$ cat config.mk
export PLATFORM = sky130hd
export DESIGN_NAME = mem_ctrl
export DESIGN_NICKNAME = d
export VERILOG_FILES = /design/src/rtl/mem_ctrl_pkg.sv /design/src/rtl/mem_ctrl.sv
export SDC_FILE = /design/constraint.sdc
export NUM_CORES = 2
export LEC_CHECK = 0
export BUFFER_PORTS_ARGS = -buffer_cell sky130_fd_sc_hd__buf_4
export CAP_MARGIN = 15
export CORE_ASPECT_RATIO = 1.25
export CORE_MARGIN = 2
export CORE_UTILIZATION = 50
export DETAILED_ROUTE_END_ITERATION = 16
export GPL_ROUTABILITY_DRIVEN = 0
export PLACE_DENSITY = 0.84
export SYNTH_ARGS = -nofsm -noshare
export SYNTH_HDL_FRONTEND = slang
export SYNTH_SLANG_ARGS = --single-unit
$ cat constraint.sdc
create_clock -name clk -period 22.1 [get_ports clk]
set_input_delay 4.42 -clock clk [delete_from_list [all_inputs] [get_ports clk]]
set_output_delay 4.42 -clock clk [all_outputs]
set_load 0.02 [all_outputs]
$ cat src/rtl/mem_ctrl_pkg.sv
// Shared constants and types for the byte-wide RAM controller (icache refill + LSB).
package mem_ctrl_pkg;

    localparam int         ADDR_WIDTH     = 32;
    localparam int         DEF_BLK_BYTES  = 64;
    localparam logic [1:0] LEN_B          = 2'd0;
    localparam logic [1:0] LEN_H          = 2'd1;
    localparam logic [1:0] LEN_W          = 2'd2;
    localparam int         IO_BIT_HI      = 17;
    localparam int         IO_BIT_LO      = 16;
    localparam logic [1:0] IO_BASE_HI_DEF = 2'b11;

    typedef enum logic [1:0] {
        IDLE   = 2'd0,
        IFETCH = 2'd1,
        LOAD   = 2'd2,
        STORE  = 2'd3
    } state_e;

    // Length code 3 is illegal and is treated as a full word.
    function automatic logic [2:0] len_bytes(input logic [1:0] len);
        case (len)
            LEN_B:   return 3'd1;
            LEN_H:   return 3'd2;
            default: return 3'd4;
        endcase
    endfunction

endpackage

$ cat src/rtl/mem_ctrl.sv
// Arbitrates icache refills and LSB loads/stores onto a byte-wide single-port RAM,
// sequencing one byte per cycle with IO store back-pressure and read rollback.
module mem_ctrl
    import mem_ctrl_pkg::*;
#(
    parameter int         BLK_BYTES  = DEF_BLK_BYTES,
    parameter logic [1:0] IO_BASE_HI = IO_BASE_HI_DEF
) (
    input  logic                   clk,
    input  logic                   rst_in,
    input  logic [7:0]             mem_din,
    output logic [7:0]             mem_dout,
    output logic [ADDR_WIDTH-1:0]  mem_a,
    output logic                   mem_wr,
    input  logic                   io_buffer_full,
    input  logic                   rollback,
    input  logic                   ic_req_en,
    input  logic [ADDR_WIDTH-1:0]  ic_ain,
    output logic                   ic_out_en,
    output logic [ADDR_WIDTH-1:0]  ic_aout,
    output logic [8*BLK_BYTES-1:0] ic_dout,
    input  logic                   lsb_req_en,
    input  logic                   lsb_wr,
    input  logic [1:0]             lsb_len,
    input  logic [ADDR_WIDTH-1:0]  lsb_ain,
    input  logic [31:0]            lsb_din,
    output logic                   lsb_done,
    output logic [31:0]            lsb_dout
);

    localparam int                    ICACHE_BLK_WIDTH = 8 * BLK_BYTES;
    localparam int                    CNT_W            = $clog2(BLK_BYTES + 2);
    localparam logic [ADDR_WIDTH-1:0] OFS_MASK         = ADDR_WIDTH'(BLK_BYTES - 1);

    state_e                      state_q;
    logic [CNT_W-1:0]            cnt_q;
    logic [CNT_W-1:0]            n_q;
    logic [ADDR_WIDTH-1:0]       base_q;
    logic [31:0]                 st_data_q;
    logic [ICACHE_BLK_WIDTH-1:0] blk_q;
    logic [31:0]                 ld_q;

    logic [CNT_W-1:0]            k_d;
    logic [ICACHE_BLK_WIDTH-1:0] blk_d;
    logic [31:0]                 ld_d;
    logic [1:0]                  ld_idx;
    logic [ADDR_WIDTH-1:0]       st_addr;
    logic [7:0]                  st_byte;
    logic                        st_stall;
    logic                        acc_stall;
    logic                        ic_base_unused;

    // In a read state, k_d is the index of the edge now ending relative to acceptance;
    // the byte on mem_din at that edge was addressed two edges earlier.
    assign k_d       = cnt_q + 1'b1;
    assign blk_d     = {mem_din, blk_q[ICACHE_BLK_WIDTH-1:8]};
    assign ld_idx    = 2'(cnt_q - 1'b1);
    assign st_addr   = base_q + ADDR_WIDTH'(cnt_q);
    assign st_byte   = st_data_q[8*cnt_q[1:0] +: 8];
    assign st_stall  = io_buffer_full && (st_addr[IO_BIT_HI:IO_BIT_LO] == IO_BASE_HI);
    assign acc_stall = io_buffer_full && (lsb_ain[IO_BIT_HI:IO_BIT_LO] == IO_BASE_HI);
    assign ic_base_unused = |(ic_ain & OFS_MASK);

    // NOTE: every variable assigned in always_comb gets a default first, so no latch is inferred.
    always_comb begin
        ld_d = ld_q;
        ld_d[8*ld_idx +: 8] = mem_din;
    end

    // NOTE: staging registers have no reset; ld_q is cleared in IDLE and blk_q is fully
    // shifted through before either reaches an output.
    always_ff @(posedge clk) begin
        if (state_q == IDLE) begin
            ld_q <= '0;
        end else if (state_q == LOAD && cnt_q != '0) begin
            ld_q <= ld_d;
        end
        if (state_q == IFETCH) begin
            blk_q <= blk_d;
        end
    end

    // NOTE: sequential state uses non-blocking assignments only, so every read sees pre-edge values.
    always_ff @(posedge clk) begin
        if (rst_in) begin
            state_q   <= IDLE;
            cnt_q     <= '0;
            n_q       <= '0;
            base_q    <= '0;
            st_data_q <= '0;
            mem_a     <= '0;
            mem_dout  <= '0;
            mem_wr    <= 1'b0;
            ic_out_en <= 1'b0;
            ic_aout   <= '0;
            ic_dout   <= '0;
            lsb_done  <= 1'b0;
            lsb_dout  <= '0;
        end else begin
            ic_out_en <= 1'b0;
            lsb_done  <= 1'b0;
            unique case (state_q)
                IDLE: begin
                    mem_wr <= 1'b0;
                    // A pulse cycle is a cooldown so a still-held request is not re-serviced.
                    if (!rollback && !ic_out_en && !lsb_done) begin
                        if (lsb_req_en) begin
                            base_q <= lsb_ain;
                            n_q    <= CNT_W'(len_bytes(lsb_len));
                            cnt_q  <= '0;
                            mem_a  <= lsb_ain;
                            if (lsb_wr) begin
                                state_q   <= STORE;
                                st_data_q <= lsb_din;
                                mem_dout  <= lsb_din[7:0];
                                if (!acc_stall) begin
                                    mem_wr <= 1'b1;
                                    cnt_q  <= CNT_W'(1);
                                end
                            end else begin
                                state_q <= LOAD;
                            end
                        end else if (ic_req_en) begin
                            state_q <= IFETCH;
                            base_q  <= ic_ain & ~OFS_MASK;
                            mem_a   <= ic_ain & ~OFS_MASK;
                            n_q     <= CNT_W'(BLK_BYTES);
                            cnt_q   <= '0;
                        end
                    end
                end
                IFETCH, LOAD: begin
                    if (rollback) begin
                        state_q <= IDLE;
                    end else begin
                        cnt_q <= k_d;
                        if (k_d < n_q) begin
                            mem_a <= base_q + ADDR_WIDTH'(k_d);
                        end
                        if (k_d == n_q + 1'b1) begin
                            state_q <= IDLE;
                            if (state_q == IFETCH) begin
                                ic_out_en <= 1'b1;
                                ic_aout   <= base_q;
                                ic_dout   <= blk_d;
                            end else begin
                                lsb_done <= 1'b1;
                                lsb_dout <= ld_d;
                            end
                        end
                    end
                end
                STORE: begin
                    // Stores are already committed, so rollback is ignored here.
                    if (cnt_q == n_q) begin
                        state_q  <= IDLE;
                        mem_wr   <= 1'b0;
                        lsb_done <= 1'b1;
                    end else if (st_stall) begin
                        mem_wr <= 1'b0;
                    end else begin
                        mem_a    <= st_addr;
                        mem_dout <= st_byte;
                        mem_wr   <= 1'b1;
                        cnt_q    <= cnt_q + 1'b1;
                    end
                end
            endcase
        end
    end

endmodule

==> reports/results.ini <==
[cells_and_area]
multi_input_area_sq_um=12800
regArea_sq_um=29700
nNetsFinal=4845
fillers=6523
finalInstanceArea_sq_um=53800
drive_above_1_share_pct=20.4
final_core_util_pct=61.9
syn_to_final_growth_pct=22.9

[route]
drt_first_pass_iters=8
wirelength_um=130000
vias_per_cell=5.62
ant_nets=0
wire_per_inst_um=21.8
drtIter0Drc=3404
num_vias=33500
route.detailed.drc=0

[grt]
antenna_found_initial=2
grtUsageTotal_pct=27.7
grt_max_degree=237
grt_pass1_vias=32300
grt_overflow=0
grt_pass1_wl_um=191000

[floorplan]
die_h_um=335
num_rows=121
core_area_sq_um=86900
floorplan.initialDensity_pct=50.3
die_w_um=269
ios=732
dieArea_sq_um=89900

[synthesis]
syn_inst=4102
yosysWarnings=0
synthFlopType=dfxtp_1
synthArstFlopShare_pct=0
syn_area_sq_um=43700
yosysUniqueCellTypes=77
synth_largest_area_cell=edfxtp_1
synth-seq-cells=1232
syn_area_per_cell_sq_um=10.7
synth_enable_flop_cells=504
synth_seq_area_share_pct=67.9
yosys-top-cells-area=edfxtp_1 (35%), dfxtp_1 (33%), nand2_1 (11%)
synth_nets=4249
synth.most_common_cell=nand2_1
netlist.area_leader.share_pct=34.6
yosys-top-cells-count=nand2_1 (1248), dfxtp_1 (728), a21oi_1 (664), edfxtp_1 (504), clkbuf_1 (172)

[clocking]
numCtsBuffers=112
cts.sinks=1232
cts_resized=0
clock_latency_ns=0.69
clockBufferDepth=3
path_clk_slew_ns=0.06
cts-root-buf=clkbuf_16
cts_tree=done
cts_max_level=3
hold_buffers=0
cts_setup_buffers=0

[pwr]
power.leakage_uw=0.0195
ir_drop_mv=0.0736
power_uw=4960
power_density_nw_per_um2=92.3

[critical_path]
path_class=in2reg
rr_startpoint=state_q[0]
r2r_slack_ns=16.23
max_stage_delay_ns=0.89
cp.arrival_ns=8.15
crit_chain=buf_4 -> nor2_1 -> and4_1 -> and2_4 -> buf_4 -> buf_4 -> nand2_1 -> a21oi_1
r2r_cells=10
timing.rr.end=ic_dout[298]
end_kind=register
cp-start-kind=input port
critPathTopFamily=buffers and inverters
worst-path-buf-inv=3
crit_start=rollback
crit_slowest_cell=buf_4
crit_path_frequent_cell=buf_4
crit_fanout=99
worstPathRequired_ns=22.69

[hold_path]
min_to=blk_q[236]
whs_path_depth=0
hold_start=blk_q[244]
hold_class=reg2reg

[sta]
tns_ns=0
relSlewSlack_pct=8.72
fin_crit_sh_pct=34.2
fmax_ghz=0.132
tightestPinTransition_ns=1.37
finalHoldViolations=0
fin_crit_ns=7.56
setup-violations-final=0
finalClockSkew_ns=0.0418
maxSlewViolCount=0
rsz0062_at_grt=no

[run_status]
status=finished clean

[placement]
dp_hpwl_um=86800
io_buffers=725
postPlaceCellArea_sq_um=49800

[job]
cap_violations=0

## worst register-to-register path, cell delays in order, from the launching register on
cell	delay [ns]
dfxtp_1	0.43
inv_1	0.11
ha_2	0.84
clkinv_1	0.66
nor2_1	0.34
and4_1	0.32
and2_4	0.70
buf_4	0.95
buf_4	0.94
nand2_1	0.33
a21oi_1	0.19
## layout make-up
class,instances,area share (%)
Multi-Input combinational cell,2564,23.7
Clock buffer,169,6.28
Timing Repair Buffer,760,10.7
Tap cell,1168,2.72
Antenna cell,4,0.0186
Inverter,28,0.196
Clock inverter,43,1.08
Sequential cell,1232,55.3
## routing by layer
layer | track usage (%) | wire (um)
met3 | 8.41 | 13300
met4 | 19.2 | 10300
met2 | 46.0 | 61900
met1 | 30.2 | 44500
met5 | 0 | 0
## layout by cell type, fill, tap and decap left out, types with 7 or more instances in the layout
| cell | n |
|---|---|
| mux2i_1 | 35 |
| bufinv_16 | 10 |
| a21o_1 | 7 |
| and3_1 | 10 |
| clkbuf_1 | 28 |
| o21ai_0 | 36 |
| clkbuf_8 | 23 |
| clkbuf_16 | 118 |
| o31ai_1 | 10 |
| xor2_1 | 8 |
| nand4_1 | 13 |
| a21oi_1 | 664 |
| dfxtp_1 | 728 |
| clkinv_2 | 17 |
| nor3_1 | 19 |
| xnor2_1 | 21 |
| nor4_1 | 7 |
| edfxtp_1 | 504 |
| ha_1 | 29 |
| nand2_1 | 1247 |
| nor2b_1 | 34 |
| a211oi_1 | 104 |
| nand3_1 | 35 |
| clkinv_1 | 7 |
| inv_1 | 25 |
| o211ai_1 | 9 |
| a221oi_1 | 10 |
| mux4_2 | 8 |
| nor2_1 | 137 |
| buf_4 | 755 |
| a31oi_1 | 7 |
## worst max-delay path by stage
| stage | endpoint | slack [ns] | cells past startpoint |
|---|---|---|---|
| 2_1_floorplan | ic_dout[282] | 7.98 | 7 |
| 3_3_place_gp | ic_dout[298] | 14.02 | 8 |
| 3_5_place_dp | ic_dout[76] | 13.96 | 8 |
| 4_1_cts | ic_dout[52] | 14.67 | 8 |
| 5_1_grt | ic_dout[76] | 14.31 | 8 |
| 6_report | ic_dout[298] | 14.54 | 8 |
## through the flow
step / std cells / hold WS (ns) / setup slack, ns
3_5_place_dp: 5751 / 0.431 / 13.96
5_1_grt: 5965 / 0.444 / 14.31
3_3_place_gp: 5750 / 0.427 / 14.02
4_1_cts: 5963 / 0.415 / 14.67
6_report: 5968 / 0.427 / 14.54
2_1_floorplan: 4102 / 0.426 / 7.98
## registers in the layout, indices dropped and copies added, names as in the netlist
name       cells
ic_aout       32
cnt_q          7
lsb_dout      32
n_q            4
mem_dout       8
base_q        32
st_data_q     32
ic_out_en      1
blk_q        504
mem_wr         1
ld_q          32
mem_a         32
lsb_done       1
state_q        2
ic_dout      512
## logic make-up after synthesis
logic type      count (synthesis)  synth area share (%)
simple gates                 1545                  14.2
mux                            49                  1.37
fa+ha+maj                      34                  1.01
flops                        1232                  67.9
xor+xnor                       30                 0.618
compound gates                906                  11.9
buf+inv                       306                  3.05
## power by group
group	switching (uW)	internal, uW
clock network	865	1180
registers	70.4	2480
logic	255	112
total	1190	3770
Note: power is estimated with default switching activity, not from simulation.
